<file path="src/rtl/dcache_miss_repair_unit.sv">
// Data-cache miss repair: fetches one line from memory as narrow beats
// and hands it back to the dCache controller as a full-mask write.
module dcache_miss_repair_unit #(
  parameter int ADDR_W     = 32,
  parameter int BLOCK_BITS = 1024,
  parameter int MEM_DATA_W = 32
) (
  input  logic                    clk,
  input  logic                    rst,
  input  logic                    read_repair_request,
  input  logic [ADDR_W-1:0]       missed_addr,
  output logic                    mem_req_valid,
  input  logic                    mem_req_ready,
  output logic [ADDR_W-1:0]       mem_req_addr,
  input  logic                    mem_resp_valid,
  input  logic [MEM_DATA_W-1:0]   mem_resp_data,
  output logic                    waddr_valid,
  output logic [ADDR_W-1:0]       waddr,
  output logic [BLOCK_BITS-1:0]   wdata,
  output logic [BLOCK_BITS/8-1:0] wmask,
  output logic                    sent_repair,
  output logic                    repair_resolved,
  output logic                    busy
);

  localparam int BEATS  = BLOCK_BITS / MEM_DATA_W;
  localparam int CNT_W  = $clog2(BEATS);
  localparam int OFF_W  = $clog2(BLOCK_BITS / 8);
  localparam int MASK_W = BLOCK_BITS / 8;

  localparam logic [CNT_W-1:0] LAST_BEAT = CNT_W'(BEATS - 1);

  typedef enum logic [2:0] {
    S_IDLE,
    S_REQ,
    S_FILL,
    S_SEND,
    S_RESOLVE
  } state_t;

  state_t                state;
  logic [CNT_W-1:0]      beat_cnt;
  logic                  req_seen;
  logic [BLOCK_BITS-1:0] line;

  // The line buffer doubles as the write-data register.
  assign wdata = line;

  always_ff @(posedge clk) begin
    if (rst) begin
      state           <= S_IDLE;
      beat_cnt        <= '0;
      req_seen        <= 1'b0;
      line            <= '0;
      mem_req_valid   <= 1'b0;
      mem_req_addr    <= '0;
      waddr_valid     <= 1'b0;
      waddr           <= '0;
      wmask           <= '0;
      sent_repair     <= 1'b0;
      repair_resolved <= 1'b0;
      busy            <= 1'b0;
    end else begin
      unique case (state)
        S_IDLE: begin
          if (read_repair_request && !req_seen) begin
            state         <= S_REQ;
            req_seen      <= 1'b1;
            waddr         <= missed_addr;
            mem_req_addr  <= {missed_addr[ADDR_W-1:OFF_W],
                              {OFF_W{1'b0}}};
            line          <= '0;
            beat_cnt      <= '0;
            mem_req_valid <= 1'b1;
            busy          <= 1'b1;
          end
        end
        S_REQ: begin
          if (mem_req_ready) begin
            state         <= S_FILL;
            mem_req_valid <= 1'b0;
          end
        end
        S_FILL: begin
          if (mem_resp_valid) begin
            line[int'(beat_cnt)*MEM_DATA_W +: MEM_DATA_W]
              <= mem_resp_data;
            if (beat_cnt == LAST_BEAT) begin
              beat_cnt    <= '0;
              state       <= S_SEND;
              waddr_valid <= 1'b1;
              sent_repair <= 1'b1;
              wmask       <= {MASK_W{1'b1}};
            end else begin
              beat_cnt <= beat_cnt + 1'b1;
            end
          end
        end
        S_SEND: begin
          state           <= S_RESOLVE;
          waddr_valid     <= 1'b0;
          sent_repair     <= 1'b0;
          wmask           <= '0;
          repair_resolved <= 1'b1;
        end
        S_RESOLVE: begin
          state           <= S_IDLE;
          repair_resolved <= 1'b0;
          busy            <= 1'b0;
        end
        default: begin
          state <= S_IDLE;
        end
      endcase

      // A level request must drop before it can start another miss.
      if (!read_repair_request) begin
        req_seen <= 1'b0;
      end
    end
  end

endmodule

</file>
<file path="config.mk">
export PLATFORM = sky130hd
export DESIGN_NAME = dcache_miss_repair_unit
export DESIGN_NICKNAME = d
export VERILOG_FILES = /design/src/rtl/dcache_miss_repair_unit.sv
export SDC_FILE = /design/constraint.sdc
export NUM_CORES = 2
export LEC_CHECK = 0
export ABC_AREA = 0
export CAP_MARGIN = 20
export CORE_AREA = 2 2 497 499
export CTS_BUF_LIST = sky130_fd_sc_hd__clkbuf_4 sky130_fd_sc_hd__clkbuf_8 sky130_fd_sc_hd__clkbuf_16
export CTS_CLUSTER_SIZE = 28
export DETAILED_ROUTE_END_ITERATION = 8
export DIE_AREA = 0 0 499 501
export GPL_TIMING_DRIVEN = 0
export PLACE_DENSITY = 0.33
export SLEW_MARGIN = 20
export SYNTH_ARGS = -nofsm -noshare
export SYNTH_HDL_FRONTEND = slang
export SYNTH_SLANG_ARGS = --single-unit
</file>
<file path="constraint.sdc">
create_clock -name clk -period 4.4 [get_ports clk]
set_input_delay 0.88 -clock clk [delete_from_list [all_inputs] [get_ports clk]]
set_output_delay 0.88 -clock clk [all_outputs]
set_load 0.01 [all_outputs]
</file>
After elaboration in Yosys (flattened, before gate mapping)
Cells that the tools add are included.
{"block": "totals", "output_inout_bits": 1221, "regBits": 1222, "elab_cells": 64}
{"block": "classes", "n_eq_ne": 9, "mux": 24, "addsub": 2, "shift": 2, "reduce_logical": 15, "bitwise_logic": 1}
{"cell": "two-way mux 1024 bit", "n": 2}
{"cell": "case mux 1024 bit (2 select lines)", "n": 1}
{"cell": "bitwise mux 1024 bit", "n": 1}
{"cell": "variable shift 32 x 33 -> 1024 bit (first input constant)", "n": 1}
{"cell": "indexed part select 32 x 33 -> 1024 bit", "n": 1}
{"cell": "two-way mux 128 bit", "n": 2}
{"cell": "case mux 128 bit (2 select lines)", "n": 1}
{"cell": "negation 10 -> 33 bit", "n": 1}
{"cell": "two-way mux 5 bit", "n": 3}
{"cell": "two-way mux 3 bit", "n": 4}
{"cell": "case mux 3 bit (4 select lines)", "n": 1}
{"cell": "case mux 5 bit (2 select lines)", "n": 1}
{"cell": "nonzero test 2 bit", "n": 5}
{"cell": "AND reduction 3 bit", "n": 3}
{"cell": "!= test 2 bit (second input constant)", "n": 4}
{"cell": "case mux 1 bit (2 select lines)", "n": 4}
{"cell": "equality test 3 x 2 -> 1 bit (second input constant)", "n": 2}
{"cell": "adder 5 x 1 -> 5 bit (second input constant)", "n": 1}
{"cell": "equality test 5 bit (second input constant)", "n": 1}
{"cell": "two-way mux 1 bit", "n": 4}
{"cell": "AND reduction 2 bit", "n": 2}
{"cell": "AND reduction 4 bit", "n": 1}
{"cell": "equality test 3 x 1 -> 1 bit (second input constant)", "n": 1}
{"cell": "equality test 3 bit (second input constant)", "n": 1}
{"cell": "5 further kinds", "n": 5}

Longest topological paths before layout
{"block": "depth", "depth_word": 5, "ltp_mapped": 13, "mapped_depth_nobuf": 9}

Worst setup path after synthesis
Ideal clock, no wire load.
{"block": "synth_timing", "path_kind": "flip-flop to output port", "from": "reg wmask[126] (netlist name)", "to": "out waddr_valid", "t_required_ns": 3.520, "slack_ns": 0.693, "stages_incl_launch_ff": 2, "n_path_buf": 1, "arrival_ns": 2.827, "path_cell_list": "dfxtp_1 > buf_4"}
{"element": "end: declaration", "line": "17", "text": "output logic waddr_valid,"}

Worst setup path after layout
{"block": "layout_timing", "from": "reg beat_cnt[0]", "to": "reg line[355], in the netlist wdata[355]"}
{"block": "layout_via", "elab_chain_len": 5, "word_cells_on_any_way": 6}
{"element": "start: declaration", "line": "42", "text": "logic [CNT_W-1:0] beat_cnt;"}
{"element": "start signal: assignment", "line": "95", "text": "beat_cnt <= beat_cnt + 1'b1;"}
{"element": "negation 10 -> 33 bit (*)", "line": "86", "text": "line[int'(beat_cnt)*MEM_DATA_W +: MEM_DATA_W]"}
{"element": "indexed part select 32 x 33 -> 1024 bit or variable shift 32 x 33 -> 1024 bit (tied branches)", "line": "86"}
{"element": "bitwise mux 1024 bit (*)", "line": "86"}
{"element": "two-way mux 1024 bit (*)", "line": "85", "text": "if (mem_resp_valid) begin"}
{"element": "case mux 1024 bit (2 select lines) (*)", "line": "64", "text": "unique case (state)"}
{"element": "end signal: assignment", "line": "54", "text": "line <= '0;"}
{"element": "end signal: assignment", "line": "72", "text": "line <= '0;"}
{"element": "end: declaration", "line": "44", "text": "logic [BLOCK_BITS-1:0] line;"}
Mark *: on every way between the ends. The rest lies on a longest branch, timed or not. The select of a mux whose other input is x is not followed.
A chain may end at the register's enable or synchronous reset.

==> results.cfg <==
[hold_path]
hold_path_class = flop to flop

[timing]
post-route-period-util_pct = 101
slew_viol_final = 0
tightest_slew_ns = 1.24
fin_ws_ns = -0.0308
achievable-frequency_ghz = 0.226
fin_crit_ns = 4.43
hold_slack_ns = 0.450
rsz0062_at_grt = true
skew_ns = 0.0613
hold_viol = 0
slew_headroom_pct = 17.2
setup-violations-final = 8
fin_setup_tns_ns = -0.128

[pwr]
irDropWorstVdd_mv = 0.325
powerDensity_mw_per_mm2 = 407
p_leak_nw = 20.1
power_mw = 23.3

[clock_tree]
clock_latency_ns = 0.82
path_clk_slew_ns = 0.05
cts.sinks = 1069
clock_path_buffers = 3
ctsHtreeMaxLevel = 4
hold_buffers = 0
cts_buffers = 139
cts_tree = built
clockRootBuffer = clkbuf_16

[logic_synthesis]
synthCells = 3028
synthFlopType = dfxtp_1
synthArstFlopShare_pct = 0
syn_area_per_cell_um2 = 11.5
yosys-top-cells-area = dfxtp_1 (61%), a22o_1 (13%), o2bb2ai_1 (9.9%)
yosys_warnings = 0
synth_commonest_cells = dfxtp_1 (1069), a22o_1 (520), o2bb2ai_1 (392), clkbuf_1 (236), nand2_1 (216)
yosysMostFrequentCell = dfxtp_1
post-synth-top-area-cell = dfxtp_1
yosysTopAreaCellShare_pct = 61.5
ys_seq_elements = 1069
synthesis.area_mm2 = 0.0348
yosysUniqueCellTypes = 56
ys_seq_area_share_pct = 61.5
synth-edff-count = 0

[routing]
wirelength_mm = 232
dr_wl_met2_mm = 118
m1WireLength_mm = 88.7
via_count = 30600
top_layer = met4
firstDrtPassIters = 5
drtIter0Drc = 1670
via_per_inst = 3.91
wl_per_cell_um = 29.7
drc_errors = 0
dr_wl_met3_mm = 20.0
final_antenna_net_count = 0

[place]
pre_cts_ws_ns = -0.765
io_buffers = 1281
placed_cells = 7560
hpwl_mm = 182
finalWeightedCongestion = 0.815

[global_route]
grt_max_degree = 81
antenna_found_initial = 30
grt.overflow.total = 0
grt_pass1_vias = 30800
grt_pass1_wl_mm = 303
gr-usage-all-layers_pct = 17.8

[layout]
fin_cells = 7825
syn_to_final_growth_pct = 64.8
drive_gt1_share_pct = 12.6
fin_nets = 4557

[setup_path]
arrival_ns = 5.14
cp_cell_sequence = buf_2 -> inv_1 -> ha_1 -> buf_2 -> nor3b_1 -> ha_1 -> clkbuf_2 -> a31o_2 -> buf_2 -> buf_2 -> a21oi_1 -> buf_2 -> o2bb2ai_1
critPathMaxStageDelay_ns = 1.02
cp_max_fo = 10
path_common_cell = buf_2
path_buf_inv = 7
path_delay_family = buffers and inverters
end_kind = flop
worstPathRequired_ns = 5.11
path_class = flop to flop
startpoint_type = flop
crit_path_top_delay_cell = a21oi_1

[die]
die_h_um = 501
start_util_pct = 14.2
design.die.area_mm2 = 0.250
core_area_mm2 = 0.245
ios = 1290
die_w_um = 499
rows = 182

[status]
status = finished, violations left
violations = negative setup slack

[job]
cap_viol_max_count = 0
==> layout by cell type (no fill, tap or decap), drive strengths merged, types with 7 or more instances in the layout <==
cell type and n:
o21ai 98, nor4 7, nand2 216, buf 255, conb 7, inv 11
dfxtp 1069, nor2 34, o41ai 12, o211ai 12, diode 12, clkinv 34
clkbuf 439, clkdlybuf4s50 1281, nor3 13, o2bb2ai 392, nor2b 35, a21oi 69
bufinv 8, a22o 520
==> sequential cells by signal, indices dropped and copies added, names as in the netlist <==
signal           flops
wdata             1024
waddr               31
beat_cnt             5
state                3
busy                 1
mem_req_addr         1
mem_req_valid        1
repair_resolved      1
req_seen             1
wmask                1
==> per-layer routing <==
layer,vias up,track usage [%]
met3,233,6.90
met1,15100,19.4
li1,14000,-
met4,0,4.22
met5,-,0
met2,1236,32.3
==> worst min-delay path: cells and delay by family (launching register included) <==
kind	cells	cell delay [ns]
AOI/OAI and AO/OA	1	0.05
DFF	1	0.32
and+or+nand+nor	1	0.04
==> final timing paths <==
path / startpoint / endpoint / slack [ns] / cells after the start
setup / recovery: beat_cnt[0]$_SDFFE_PP0P_ / wdata[355]$_SDFFE_PP0P_ / -0.03 / 13
hold / removal: wdata[581]$_SDFFE_PP0P_ / wdata[581]$_SDFFE_PP0P_ / 0.45 / 2
setup reg to reg: beat_cnt[0]$_SDFFE_PP0P_ / wdata[355]$_SDFFE_PP0P_ / -0.03 / 13
hold reg to reg: wdata[581]$_SDFFE_PP0P_ / wdata[581]$_SDFFE_PP0P_ / 0.45 / 2
==> logic make-up (layout without fill, tap and decap cells) <==
logic type               after synthesis  after routing  share of synthesized area [%]
adder cells (fa/ha/maj)                4              4                          0.144
AND/OR/NAND/NOR                      347            347                           4.60
XOR/XNOR                               5              5                          0.126
flip-flops                          1069           1069                           61.5
AO/OA/AOI/OAI                       1131           1131                           26.6
buffers and inverters                471           2030                           7.03
other                                  1             19                         0.0108
==> stage by stage <==
step           utilization [%]  cell area, um2
4_1_cts                   23.4           57300
2_1_floorplan                -           34800
5_1_grt                   23.4           57300
6_report                  23.4           57400
3_5_place_dp              21.4           52300
3_3_place_gp              21.1           51700
==> power breakdown <==
group          leakage, nW  total (mW)  switching, mW  internal, mW
clock network         2.45        12.2           4.98          7.17
logic                 9.05        1.45           1.13         0.319
registers             8.61        9.74         0.0284          9.71
total                 20.1        23.3           6.14          17.2
==> timing repair <==
action	in CTS	in global routing
endpoints found under the hold margin	0	0
pin swaps	2	0
gates resized for setup	6	8
setup buffers	3	0
endpoints found under the setup margin	353	77
==> area by class of cell <==
class	instances	area (um2)
multi-input combinational	1494	11300
timing repair buffer	1309	13200
inverter	7	26.3
clock buffer	202	4180
buffer	464	2440
tap	3220	4030
fill	26100	187000
sequential	1069	21400
clock inverter	48	757
antenna	12	30.0
Power figures use the tool's default switching activity.
